==> src/rtl/uart_fifo_ctrl_pkg.sv <==
// uart_fifo_ctrl_pkg: register map, STATUS/CTRL bit positions, TX FSM states and reset divisor
package uart_fifo_ctrl_pkg;
   localparam logic [15:0] UART_DEFAULT_DIV = 16'd4167;
   localparam logic [2:0] ADR_RXDATA = 3'd0;
   localparam logic [2:0] ADR_TXDATA = 3'd1;
   localparam logic [2:0] ADR_STATUS = 3'd2;
   localparam logic [2:0] ADR_CTRL   = 3'd3;
   localparam logic [2:0] ADR_CLKDIV = 3'd4;
   localparam int ST_RX_EMPTY = 0;
   localparam int ST_RX_FULL  = 1;
   localparam int ST_TX_EMPTY = 2;
   localparam int ST_TX_FULL  = 3;
   localparam int ST_RX_OVR   = 4;
   localparam int ST_FRM_ERR  = 5;
   localparam int ST_TX_OVF   = 6;
   localparam int ST_TX_BUSY  = 7;
   localparam int CT_RX_IRQ_EN  = 0;
   localparam int CT_TX_IRQ_EN  = 1;
   localparam int CT_ERR_IRQ_EN = 2;
   typedef enum logic [1:0] {TX_IDLE, TX_REQ, TX_WAIT} tx_state_t;
   // a zero threshold would fire on an empty FIFO, so it behaves as one
   function automatic logic [7:0] eff_thresh(input logic [7:0] t);
      return (t == 8'd0) ? 8'd1 : t;
   endfunction
endpackage

==> src/rtl/uart_fifo_ctrl_sync_fifo.sv <==
// uart_fifo_ctrl_sync_fifo: single-clock FIFO with LW-bit wrapping pointers
//  clk, rst_n      clock, async active-low reset
//  push, din       write request and data (accepted when not full, or when popping the same cycle)
//  pop, dout       read request (ignored when empty) and head-of-queue data
//  full, empty     occupancy flags
//  level           entry count, $clog2(DEPTH)+1 bits
module uart_fifo_ctrl_sync_fifo #(
   parameter int WIDTH = 8,
   parameter int DEPTH = 16,
   localparam int AW = $clog2(DEPTH),
   localparam int LW = AW + 1
) (
   input  logic             clk,
   input  logic             rst_n,
   input  logic             push,
   input  logic             pop,
   input  logic [WIDTH-1:0] din,
   output logic [WIDTH-1:0] dout,
   output logic             full,
   output logic             empty,
   output logic [LW-1:0]    level
);
   logic [WIDTH-1:0] mem [DEPTH];
   logic [LW-1:0] wptr, rptr;
   logic do_push, do_pop;
   assign do_pop  = pop & ~empty;
   // a pop frees a slot in the same cycle, so a push into a full FIFO still lands
   assign do_push = push & (~full | do_pop);
   assign full    = (wptr[LW-1] != rptr[LW-1]) && (wptr[AW-1:0] == rptr[AW-1:0]);
   assign empty   = wptr == rptr;
   assign level   = wptr - rptr;
   assign dout    = mem[rptr[AW-1:0]];
   always_ff @(posedge clk or negedge rst_n)
      if (!rst_n) begin
         wptr <= '0;
         rptr <= '0;
      end else begin
         if (do_push) wptr <= wptr + LW'(1);
         if (do_pop) rptr <= rptr + LW'(1);
      end
   always_ff @(posedge clk)
      if (do_push) mem[wptr[AW-1:0]] <= din;
endmodule

==> src/rtl/uart_fifo_ctrl.sv <==
// uart_fifo_ctrl: CSR block between Wishbone decode and the UART rx/tx cores
//  i_wb_*/o_wb_*        single-cycle-ack register port, map decoded from adr[4:2]
//  i_rx_data/valid      received byte strobe; i_frame_err marks a bad stop bit
//  o_tx_data/o_tx_start level request to transmitter; i_tx_start_clear, i_tx_busy handshake
//  o_clk_div            baud divisor; o_irq registered level interrupt
module uart_fifo_ctrl
   import uart_fifo_ctrl_pkg::*;
#(
   parameter int          FIFO_DEPTH  = 16,
   parameter logic [15:0] DEFAULT_DIV = UART_DEFAULT_DIV
) (
   input  logic        clk,
   input  logic        rst_n,
   input  logic        i_wb_valid,
   input  logic [31:0] i_wb_adr,
   input  logic        i_wb_we,
   input  logic [31:0] i_wb_dat,
   input  logic [3:0]  i_wb_sel,
   output logic        o_wb_ack,
   output logic [31:0] o_wb_dat,
   input  logic [7:0]  i_rx_data,
   input  logic        i_rx_valid,
   input  logic        i_frame_err,
   output logic [7:0]  o_tx_data,
   output logic        o_tx_start,
   input  logic        i_tx_start_clear,
   input  logic        i_tx_busy,
   output logic [15:0] o_clk_div,
   output logic        o_irq
);
   localparam int LW = $clog2(FIFO_DEPTH) + 1;
   tx_state_t state, state_nx;
   logic acc, rx_push, rx_pop, tx_wr, tx_pop, irq_nx;
   logic [2:0] adr, w1c, irq_en;
   logic [7:0] rx_dout, tx_dout, rx_thresh;
   logic rx_full, rx_empty, tx_full, tx_empty;
   logic [LW-1:0] rx_level, tx_level;
   logic rx_ovr, frm_err, tx_ovf;
   logic [15:0] div_nx;
   logic [31:0] status, rdata;
   logic unused;
   assign unused = ^{i_wb_adr[31:5], i_wb_adr[1:0], i_wb_dat[31:16]};
   // the ack cycle blocks a new access, so every access is seen exactly once
   assign acc     = i_wb_valid & ~o_wb_ack;
   assign adr     = i_wb_adr[4:2];
   assign rx_pop  = acc & ~i_wb_we & (adr == ADR_RXDATA) & ~rx_empty;
   assign tx_wr   = acc & i_wb_we & (adr == ADR_TXDATA) & i_wb_sel[0];
   assign rx_push = i_rx_valid & ~i_frame_err;
   assign tx_pop  = (state == TX_IDLE) & ~tx_empty & ~i_tx_busy;
   assign w1c     = (acc & i_wb_we & (adr == ADR_STATUS)) ? i_wb_dat[6:4] : 3'b0;
   assign div_nx  = {i_wb_sel[1] ? i_wb_dat[15:8] : o_clk_div[15:8],
                     i_wb_sel[0] ? i_wb_dat[7:0]  : o_clk_div[7:0]};
   uart_fifo_ctrl_sync_fifo #(.WIDTH(8), .DEPTH(FIFO_DEPTH)) u_rx_fifo (
      .clk(clk), .rst_n(rst_n), .push(rx_push), .pop(rx_pop), .din(i_rx_data),
      .dout(rx_dout), .full(rx_full), .empty(rx_empty), .level(rx_level));
   uart_fifo_ctrl_sync_fifo #(.WIDTH(8), .DEPTH(FIFO_DEPTH)) u_tx_fifo (
      .clk(clk), .rst_n(rst_n), .push(tx_wr), .pop(tx_pop), .din(i_wb_dat[7:0]),
      .dout(tx_dout), .full(tx_full), .empty(tx_empty), .level(tx_level));
   always_comb begin
      status = '0;
      status[ST_RX_EMPTY] = rx_empty;
      status[ST_RX_FULL]  = rx_full;
      status[ST_TX_EMPTY] = tx_empty;
      status[ST_TX_FULL]  = tx_full;
      status[ST_RX_OVR]   = rx_ovr;
      status[ST_FRM_ERR]  = frm_err;
      status[ST_TX_OVF]   = tx_ovf;
      status[ST_TX_BUSY]  = i_tx_busy;
      status[15:8]        = 8'(rx_level);
      status[23:16]       = 8'(tx_level);
   end
   always_comb
      rdata = (adr == ADR_RXDATA) ? (rx_empty ? 32'h0 : {23'h0, 1'b1, rx_dout}) :
              (adr == ADR_STATUS) ? status :
              (adr == ADR_CTRL)   ? {16'h0, rx_thresh, 5'h0, irq_en} :
              (adr == ADR_CLKDIV) ? {16'h0, o_clk_div} : 32'h0;
   always_ff @(posedge clk or negedge rst_n)
      if (!rst_n) begin
         o_wb_ack  <= 1'b0;
         o_wb_dat  <= '0;
         irq_en    <= '0;
         rx_thresh <= '0;
         o_clk_div <= DEFAULT_DIV;
      end else begin
         o_wb_ack <= acc;
         if (acc & ~i_wb_we) o_wb_dat <= rdata;
         if (acc & i_wb_we & (adr == ADR_CTRL) & i_wb_sel[0]) irq_en <= i_wb_dat[2:0];
         if (acc & i_wb_we & (adr == ADR_CTRL) & i_wb_sel[1]) rx_thresh <= i_wb_dat[15:8];
         if (acc & i_wb_we & (adr == ADR_CLKDIV) & (div_nx != 16'h0)) o_clk_div <= div_nx;
      end
   // a new error in the same cycle as its W1C wins, so no event is lost
   always_ff @(posedge clk or negedge rst_n)
      if (!rst_n) begin
         rx_ovr  <= 1'b0;
         frm_err <= 1'b0;
         tx_ovf  <= 1'b0;
      end else begin
         rx_ovr  <= (rx_ovr & ~w1c[0]) | (rx_push & rx_full & ~rx_pop);
         frm_err <= (frm_err & ~w1c[1]) | i_frame_err;
         tx_ovf  <= (tx_ovf & ~w1c[2]) | (tx_wr & tx_full & ~tx_pop);
      end
   always_ff @(posedge clk or negedge rst_n)
      if (!rst_n) state <= TX_IDLE;
      else state <= state_nx;
   always_comb begin
      state_nx = state;
      case (state)
         TX_IDLE: if (tx_pop) state_nx = TX_REQ;
         TX_REQ:  if (i_tx_start_clear) state_nx = TX_WAIT;
         default: if (!i_tx_busy) state_nx = TX_IDLE;
      endcase
   end
   always_comb o_tx_start = state == TX_REQ;
   always_ff @(posedge clk or negedge rst_n)
      if (!rst_n) o_tx_data <= '0;
      else if (tx_pop) o_tx_data <= tx_dout;
   always_comb
      irq_nx = (irq_en[CT_RX_IRQ_EN] & (16'(rx_level) >= 16'(eff_thresh(rx_thresh)))) |
               (irq_en[CT_TX_IRQ_EN] & tx_empty & (state == TX_IDLE)) |
               (irq_en[CT_ERR_IRQ_EN] & (rx_ovr | frm_err | tx_ovf));
   always_ff @(posedge clk or negedge rst_n)
      if (!rst_n) o_irq <= 1'b0;
      else o_irq <= irq_nx;
endmodule

==> config.mk <==
export PLATFORM = sky130hd
export DESIGN_NAME = uart_fifo_ctrl
export DESIGN_NICKNAME = d
export VERILOG_FILES = /design/src/rtl/uart_fifo_ctrl_pkg.sv /design/src/rtl/uart_fifo_ctrl_sync_fifo.sv /design/src/rtl/uart_fifo_ctrl.sv
export SDC_FILE = /design/constraint.sdc
export NUM_CORES = 1
export LEC_CHECK = 0
export BUFFER_PORTS_ARGS = -buffer_cell sky130_fd_sc_hd__buf_2
export CORE_MARGIN = 2
export CORE_UTILIZATION = 60
export CTS_BUF_LIST = sky130_fd_sc_hd__clkbuf_8
export DETAILED_ROUTE_END_ITERATION = 8
export PLACE_DENSITY = 0.89
export SLEW_MARGIN = 10
export SYNTH_ARGS = -nofsm -noshare
export SYNTH_HDL_FRONTEND = slang
export SYNTH_HIERARCHICAL = 1
export SYNTH_SLANG_ARGS = --single-unit
==> constraint.sdc <==
create_clock -name clk -period 4.2 [get_ports clk]
set_input_delay 1.05 -clock clk [delete_from_list [all_inputs] [get_ports clk]]
set_output_delay 1.05 -clock clk [all_outputs]
set_load 0.01 [all_outputs]
==> impl_results.md, run 1 <==
* Status: completed
* Cell Chain, Critical Path: inv_1 > ha_1 > and4_1 > and2_1 > or4_1 > nor2_1 > buf_4 > o31a_2 > nand2_1 > nor3_1 > buf_4
* Area contributors post-synth: edfxtp_1 53%, dfrtp_1 13%, mux4_1 5.4%
* DRT Pass-1 Iters at 5
* CTS tree: done
* Area growth from synthesis to layout at 11.69%
* Mean Syn Cell Area at about 17 um^2
* PortBufs at 84
* Top post-synthesis cells by count: 256 x edfxtp_1, 78 x dfrtp_1, 48 x mux2i_1
* Setup Skew at 0.05292 ns
* Worst VDD drop at 0.3573 mV
* Combinational share of power at 29.5%
* Slew Viols, Final at 0
* Cell internal pwr at approximately 0.0065 W
* CP arrival at about 4 ns
* Top-area cell type share of the netlist area at between 50% and 60%
* CTS Hold Buffers Added at 0
* CP max FO at 11
* Vias in the first global route at 8,555
* Vias per Instance at 6.191
* Compound-Gate Fraction of Synth Area at 6.431%
* Type of the worst setup path: register to register
* Pleak at 6.183 nW
* Post-synth EDFFs at 256
* Post-DRT Antenna Nets at 0
* Min Tclk post-route at roughly 3.6 ns
* Crit share post-route at around 86%
* Clock network power share at between 20% and 30%
* Slew @ Worst Pin at around 0.86 ns
* Final setup fails at 0
* GR Overflow Total at 0
* XOR/XNOR share of the synthesized area at 1.545%
* Part of the power in registers at 43.8%
* Largest net degree at the start of global routing at 68
* Peak per-stage delay on the critical path at between 0.6 and 0.7 ns
* Number of cells after detailed placement at 1,262
* CP most frequent cell: buf_4
* Die Footprint at approximately 26,000 um^2
* Initial Util at between 60% and 70%
* Area after DPL at 15,300 um^2
* Post-DP HPWL at 20.50 mm
* Largest family of logic cells by synthesized area: multiplexers
* Most common cell in the synthesized netlist: edfxtp_1
* Hold Crit Depth at 2
* Via count at roughly 8,400
* Clk Latency, worst-skew pair at 0.59 ns
* Antenna violations before repair at 0
* Min-Delay Endpoint: o_wb_dat[14]
* Syn Inst Count at 867
* Seq/Total Area, Yosys at about 67%
* Clk root buf: clkbuf_8
* Power per Cell Area at about 580 nW/um^2
* Clk pin slew, worst setup/hold paths at approximately 0.060 ns
* Post-cts gate resize count at 0
* DRC Markers at 0
* Core Box Area at 24,110 um^2
* Hold Fails Final Rpt at 0
* Die Y at 159.8 um
* Tot GR Track Use at 24.81%
* Worst reg2reg endpoint: u_rx_fifo/mem[0][0]
* Yosys cell types at 65
* Reg-to-reg startpoint: u_rx_fifo/rptr[3]
* Rel. slew slack at between 40% and 50%
* Global-route wire length before repair at 48.22 mm
* Max Cap Violations at 0
* Post-CTS Repair Setup Buffers at 0
* Synth area leader: edfxtp_1
* Switching power at between 0.003 and 0.004 W
* I/O pins at 143
* Std cell rows at 57
* Sw Share at 31.91%
* Initial DRC count at 989
* Worst hold path type: register to register
* Gpl congestion at 0.8047
* RSZ-0062 raised after global routing: no
* Post-Synth Simple-Gate Area at 5.504%
* Design Area, Final at 16,280 um^2
* Routed WL at 31.44 mm
* Worst EP required at 4.48 ns
* CTS sink cnt at 339
* Reg2Reg Setup Slack at a little under 0.6 ns
* CP max stage cell: dfrtp_1
* Mux share of post-synthesis cell area at 14.19%
* H-tree lvl count at 2
* Reg2reg path depth at 11
* Worst setup EP type: register
* Antenna Cells at 0
* Non-Filler Instances at 1,354
* Synth async-reset ratio at between 20% and 30%
* TritonCTS buffer count at 51
* Crit start category: register
* Share of layout cells above drive strength 1 at approximately 25%
* Warnings, synthesis at 6
* Synth Register Bits at 339
* Setup TNS at 0 ns
* CTS max path bufs at 3
* Synth Cell Area at 14,570 um^2
* WL per Instance at 23.22 um
* Hold path start: o_wb_dat[14]
* Post-Synth Adder-Cell Area at 2.250%
* Die X at 159.8 um
* Max Fclk at 276.8 MHz
* Post-synth top flop: edfxtp_1
* Final nets at 1,100
-- layer usage --
layer / GRT usage (%) / up-vias / share of wire, %
met5: 0 / - / 0
met3: 5.403 / 67 / 9.0
met2: 39.71 / 454 / 49
met4: 8.477 / 0 / 2.8
li1: - / 3656 / -
met1: 34.44 / 4205 / 40
-- worst max-delay path, delay by kind of cell, from the launching register on --
| kind | cells | cell delay (ns) |
|---|---|---|
| fa+ha+maj | 1 | 0.41 |
| flops | 1 | 0.62 |
| buf+inv | 3 | 0.70 |
| compound gates | 1 | 0.24 |
| simple gates | 6 | 1.34 |
-- cell families (layout without fill, tap and decap cells) --
logic type | count (synthesis) | after routing
simple gates | 143 | 143
fa+ha+maj | 25 | 25
flops | 339 | 339
mux | 131 | 131
buf+inv | 73 | 226
other cells | 1 | 11
compound gates | 131 | 131
xor+xnor | 24 | 24
-- power by group through the flow --
stage | Combinational, W | Sequential (W) | Clock (W)
CTS | 0.00278 | 0.00415 | 0.00257
finish | 0.00280 | 0.00416 | 0.00253
global placement | 0.00265 | 0.00419 | 0
floorplan | 0.00208 | 0.00416 | 0
detailed placement | 0.00276 | 0.00421 | 0
global route | 0.00302 | 0.00419 | 0.00272
-- sequential cells by signal, indices dropped and copies added, names as in the netlist, 8 cells and up --
| signal | count |
|---|---|
| u_rx_fifo/mem | 128 |
| u_tx_fifo/mem | 128 |
| o_wb_dat | 21 |
| o_clk_div | 16 |
| o_tx_data | 8 |
| rx_thresh | 8 |
-- per-stage QoR --
step           setup WS, ns  util (%)  total power (W)  hold WS [ns]
2_1_floorplan        0.4280         -         0.006240        0.4703
3_3_place_gp         0.8213     63.47         0.006836        0.4588
3_5_place_dp         0.6880     63.47         0.006969        0.4648
4_1_cts              0.6474     67.52         0.009507        0.4797
5_1_grt              0.4207     67.52         0.009928        0.5098
6_report             0.5868     67.52         0.009491        0.4721
-- area by class of cell --
class	instances	area, um^2
clock buffer	58	798.3
clock inverter	34	178.9
fill	1544	7829
inverter	21	78.83
multi-input combinational	465	4402
sequential	339	9773
tap	324	405.4
timing repair buffer	113	640.6
-- how the worst max path moves through the flow --
stage | startpoint | end
after floorplan | u_rx_fifo/rptr[2] | u_rx_fifo/mem[0][0]
after global placement | u_tx_fifo/rptr[3] | u_tx_fifo/mem[2][6]
after detailed placement | u_rx_fifo/rptr[3] | u_rx_fifo/mem[0][0]
after CTS | u_rx_fifo/rptr[3] | u_rx_fifo/mem[0][0]
after global routing | u_rx_fifo/rptr[3] | u_rx_fifo/mem[0][0]
final | u_rx_fifo/rptr[3] | u_rx_fifo/mem[0][0]
-- cells in the final DEF (no fill, tap or decap), types with 5 or more instances in the layout --
cell / netlist / routed
a21o_1: 7 / 7
a21oi_1: 7 / 7
a221o_1: 5 / 5
a221oi_1: 8 / 8
a22o_1: 5 / 5
a22oi_1: 19 / 19
a2bb2oi_1: 8 / 8
a32oi_1: 11 / 11
and2_1: 11 / 11
and3_1: 8 / 8
buf_2: 9 / 83
buf_4: 14 / 30
clkbuf_8: 0 / 58
clkinv_1: 0 / 10
conb_1: 1 / 11
dfrtp_1: 78 / 76
dfstp_2: 5 / 5
edfxtp_1: 256 / 256
ha_1: 23 / 23
inv_1: 20 / 37
mux2_2: 35 / 35
mux2i_1: 48 / 48
mux4_1: 30 / 30
mux4_2: 18 / 18
nand2_1: 38 / 38
nand3_1: 5 / 5
nand4_1: 7 / 7
nor2_1: 22 / 22
nor2b_1: 6 / 6
nor3_1: 19 / 19
nor3b_1: 9 / 9
o21ai_0: 31 / 31
o21ai_1: 15 / 15
xnor2_1: 17 / 17
xor2_1: 5 / 5
Power figures use the tool's default switching activity.
==> run 2: changes to the inputs <==
--- a/config.mk
+++ b/config.mk
@@ -14,5 +14,4 @@
 export SLEW_MARGIN = 10
 export SYNTH_ARGS = -nofsm -noshare
 export SYNTH_HDL_FRONTEND = slang
-export SYNTH_HIERARCHICAL = 1
 export SYNTH_SLANG_ARGS = --single-unit
==> impl_results.md, run 2 <==
* Slew @ Worst Pin at 1.000 ns (+0.1439 ns)
* Post-synth EDFFs at 256 (unchanged)
* Hold slack at 0.4745 ns (+0.002444 ns)
* Hold path start: o_wb_dat[19]
* Area of the multi-input gates at 4151 um^2 (-5.7%)
* PortBufs at 84 (unchanged)
* DRT Pass-1 Iters at 7 (+2)
* Post-synth top flop: edfxtp_1
* Max Cap Violations at 0 (unchanged)
* Met3 usage at 4.682% (-0.72 points)
* Top-area cell type share of the netlist area at 53.85% (+1.1 points)
* GR Util met1 at 34.68% (+0.24 points)
* Area contributors post-synth: edfxtp_1 54%, dfrtp_1 14%, mux4_2 8.5%
* Via count at 8,341 (-0.49%)
* Min-Delay Endpoint: o_wb_dat[19]
* Most frequent cells in the layout: 256 x edfxtp_1, 83 x buf_2, 76 x dfrtp_1
* Gpl congestion at 0.8493 (+5.5%)
* Worst reg2reg endpoint: u_tx_fifo.mem[13][1]
* Antenna violations before repair at 0 (unchanged)
* Post-DP HPWL at 20.06 mm (-2.1%)
* Crit share post-route at 81.53% (-4.5 points)
* Hold Crit Depth at 2 (unchanged)
* Share of layout cells above drive strength 1 at 26.16% (+1.5 points)
* Yosys cell types at 61 (-6.2%)
* Crit start category: register
* Syn Inst Count at 849 (-2.1%)
* WL per Instance at 23.27 um (+0.25%)
* Warnings, synthesis at 0 (-6)
* M2 GR Usage at 41.64% (+1.9 points)
* Commonest non-fill, non-tap cell in the layout: edfxtp_1
* TritonCTS buffer count at 50 (-2.0%)
* Final setup fails at 0 (unchanged)
* Worst setup EP type: register
* Rel. slew slack at 33.31% (-9.6 points)
* Tot GR Track Use at 25.22% (+0.41 points)
* Mean Syn Cell Area at 16.82 um^2 (about the same)
* Post-CTS Repair Setup Buffers at 0 (unchanged)
* Clk Latency, worst-skew pair at 0.58 ns (about the same)
* Seq. cell area at 9773 um^2 (unchanged)
* Vias per Instance at 6.281 (+1.5%)
* Reg2reg path depth at 7 (-4)
* Setup Skew at 0.02592 ns (-0.02700 ns)
* Power per Cell Area at 591.4 nW/um^2 (+1.4%)
* Std cell rows at 56 (-1.8%)
* Worst EP required at 4.40 ns (-0.08 ns)
* Pleak at 5.907 nW (-4.5%)
* Die Footprint at 25,040 um^2 (-2.0%)
* Worst hold path type: register to register
* Clk root buf: clkbuf_8
* Antenna Cells at 0 (unchanged)
* Hold Fails Final Rpt at 0 (unchanged)
* Die X at 158.3 um (-1.0%)
* Area growth from synthesis to layout at 11.97%
* Setup TNS at 0 ns (unchanged)
* Most common cell in the synthesized netlist: edfxtp_1
* Post-cts gate resize count at 0 (unchanged)
* Seq/Total Area, Yosys at 68.44% (+1.4 points)
* Synth async-reset ratio at 24.48% (unchanged)
* Max Fclk at 292.0 MHz (+5.5%)
* CTS max path bufs at 3 (unchanged)
* Routed WL at 30.91 mm (-1.7%)
* DRC Markers at 0 (unchanged)
* Min Tclk post-route at 3.424 ns (-0.1890 ns)
* Top post-synthesis cells by count: 256 x edfxtp_1, 78 x dfrtp_1, 65 x nand2_1
* Synth Register Bits at 339 (unchanged)
* Die Y at 158.3 um (-1.0%)
* CTS sink cnt at 339 (unchanged)
* Busiest grt layer: met2
* Synth area leader: edfxtp_1
* Status: completed
* H-tree lvl count at 2 (unchanged)
* Initial Util at 61.00% (+0.55 points)
* Final nets at 1,077 (-2.1%)
* Reg-to-reg startpoint: u_tx_fifo.rptr[2]
* Clk pin slew, worst setup/hold paths at 0.07 ns (about the same)
* Worst VDD drop at 0.4112 mV (+15%)
* Largest net degree at the start of global routing at 54 (-21%)
* GR Overflow Total at 0 (unchanged)
* Initial DRC count at 886 (-10%)
* Type of the worst setup path: register to register
* Synth Cell Area at 14,280 um^2 (-2.0%)
* Reg2Reg Setup Slack at 0.78 ns (+0.19 ns)
* Post-DRT Antenna Nets at 0 (unchanged)
* Layout fillers at 1,497 (-3.0%)
* CP arrival at 3.63 ns (-0.26 ns)
* CTS Hold Buffers Added at 0 (unchanged)
* RSZ-0062 raised after global routing: no
* CP max FO at 12 (+1)
* Slew Viols, Final at 0 (unchanged)
* Vias in the first global route at 8,285 (-3.2%)
* Core Box Area at 23,400 um^2 (-2.9%)
* Global-route wire length before repair at 47.15 mm (-2.2%)
* I/O pins at 143 (unchanged)
* CTS tree: done
run 2: logic make-up (layout without fill, tap and decap cells):
family	after synthesis	in the layout	share of synthesized area (%)
multiplexers	92	92	12.53
flip-flops	339	339	68.44
buffers and inverters	69	219	2.743
XOR/XNOR	25	25	1.534
AO/OA/AOI/OAI	117	117	5.960
other	1	11	0.02627
AND/OR/NAND/NOR	181	181	6.468
adder cells (fa/ha/maj)	25	25	2.296
run 2: metrics by stage:
step	utilization (%)	cells	instance area [um^2]	worst slack [ns]	total power (W)
6_report	68.31	1328	15990	0.7758	0.009454
5_1_grt	68.31	1328	15990	0.6012	0.009881
4_1_cts	68.31	1328	15990	0.8674	0.009468
3_5_place_dp	64.01	1235	14980	0.6548	0.006827
3_3_place_gp	64.01	1235	14980	0.7455	0.006704
2_1_floorplan	-	859	14310	1.056	0.006115
run 2: area by class of cell:
type / count / share of cell area (%)
Timing Repair Buffer: 104 / 3.585
Clock buffer: 52 / 4.477
Tap cell: 319 / 2.497
Sequential cell: 339 / 61.14
Multi-Input combinational cell: 451 / 25.97
Inverter: 22 / 0.5166
Clock inverter: 41 / 1.816
run 2: how the worst max path moves through the flow:
stage                            from                    to  slack, ns  depth (start not counted)
floorplan                 i_wb_sel[0]   u_tx_fifo.mem[1][0]       1.06                          6
CTS                 u_tx_fifo.rptr[2]  u_tx_fifo.mem[13][4]       0.87                          7
global route        u_tx_fifo.rptr[2]   u_tx_fifo.mem[4][7]       0.60                          7
detailed placement        i_wb_adr[2]  u_rx_fifo.mem[13][2]       0.65                          6
finish              u_tx_fifo.rptr[2]  u_tx_fifo.mem[13][1]       0.78                          7
global placement          i_wb_sel[0]  u_tx_fifo.mem[10][3]       0.75                          6
run 2: routing by layer:
layer	vias to the layer above	share of wire, %	wire length [um]
met5	-	0	0
met4	0	2.7	821
met3	74	9.3	2884
met2	502	49	15220
met1	4218	39	11980
li1	3547	-	-
run 2: critical path, stage by stage (launching register included):
cell,delay [ns]
dfrtp_1,0.64
inv_2,0.22
ha_1,0.40
nand4_1,0.24
o21ai_0,0.28
a21boi_2,0.37
nand2_1,0.23
nor2_1,0.66
run 2: power breakdown:
| group | switching, W | internal, W | leakage (nW) |
|---|---|---|---|
| clock | 0.00123 | 0.00141 | 0.556 |
| combinational | 0.00148 | 0.00119 | 2.02 |
| sequential | 0.000260 | 0.00390 | 3.33 |
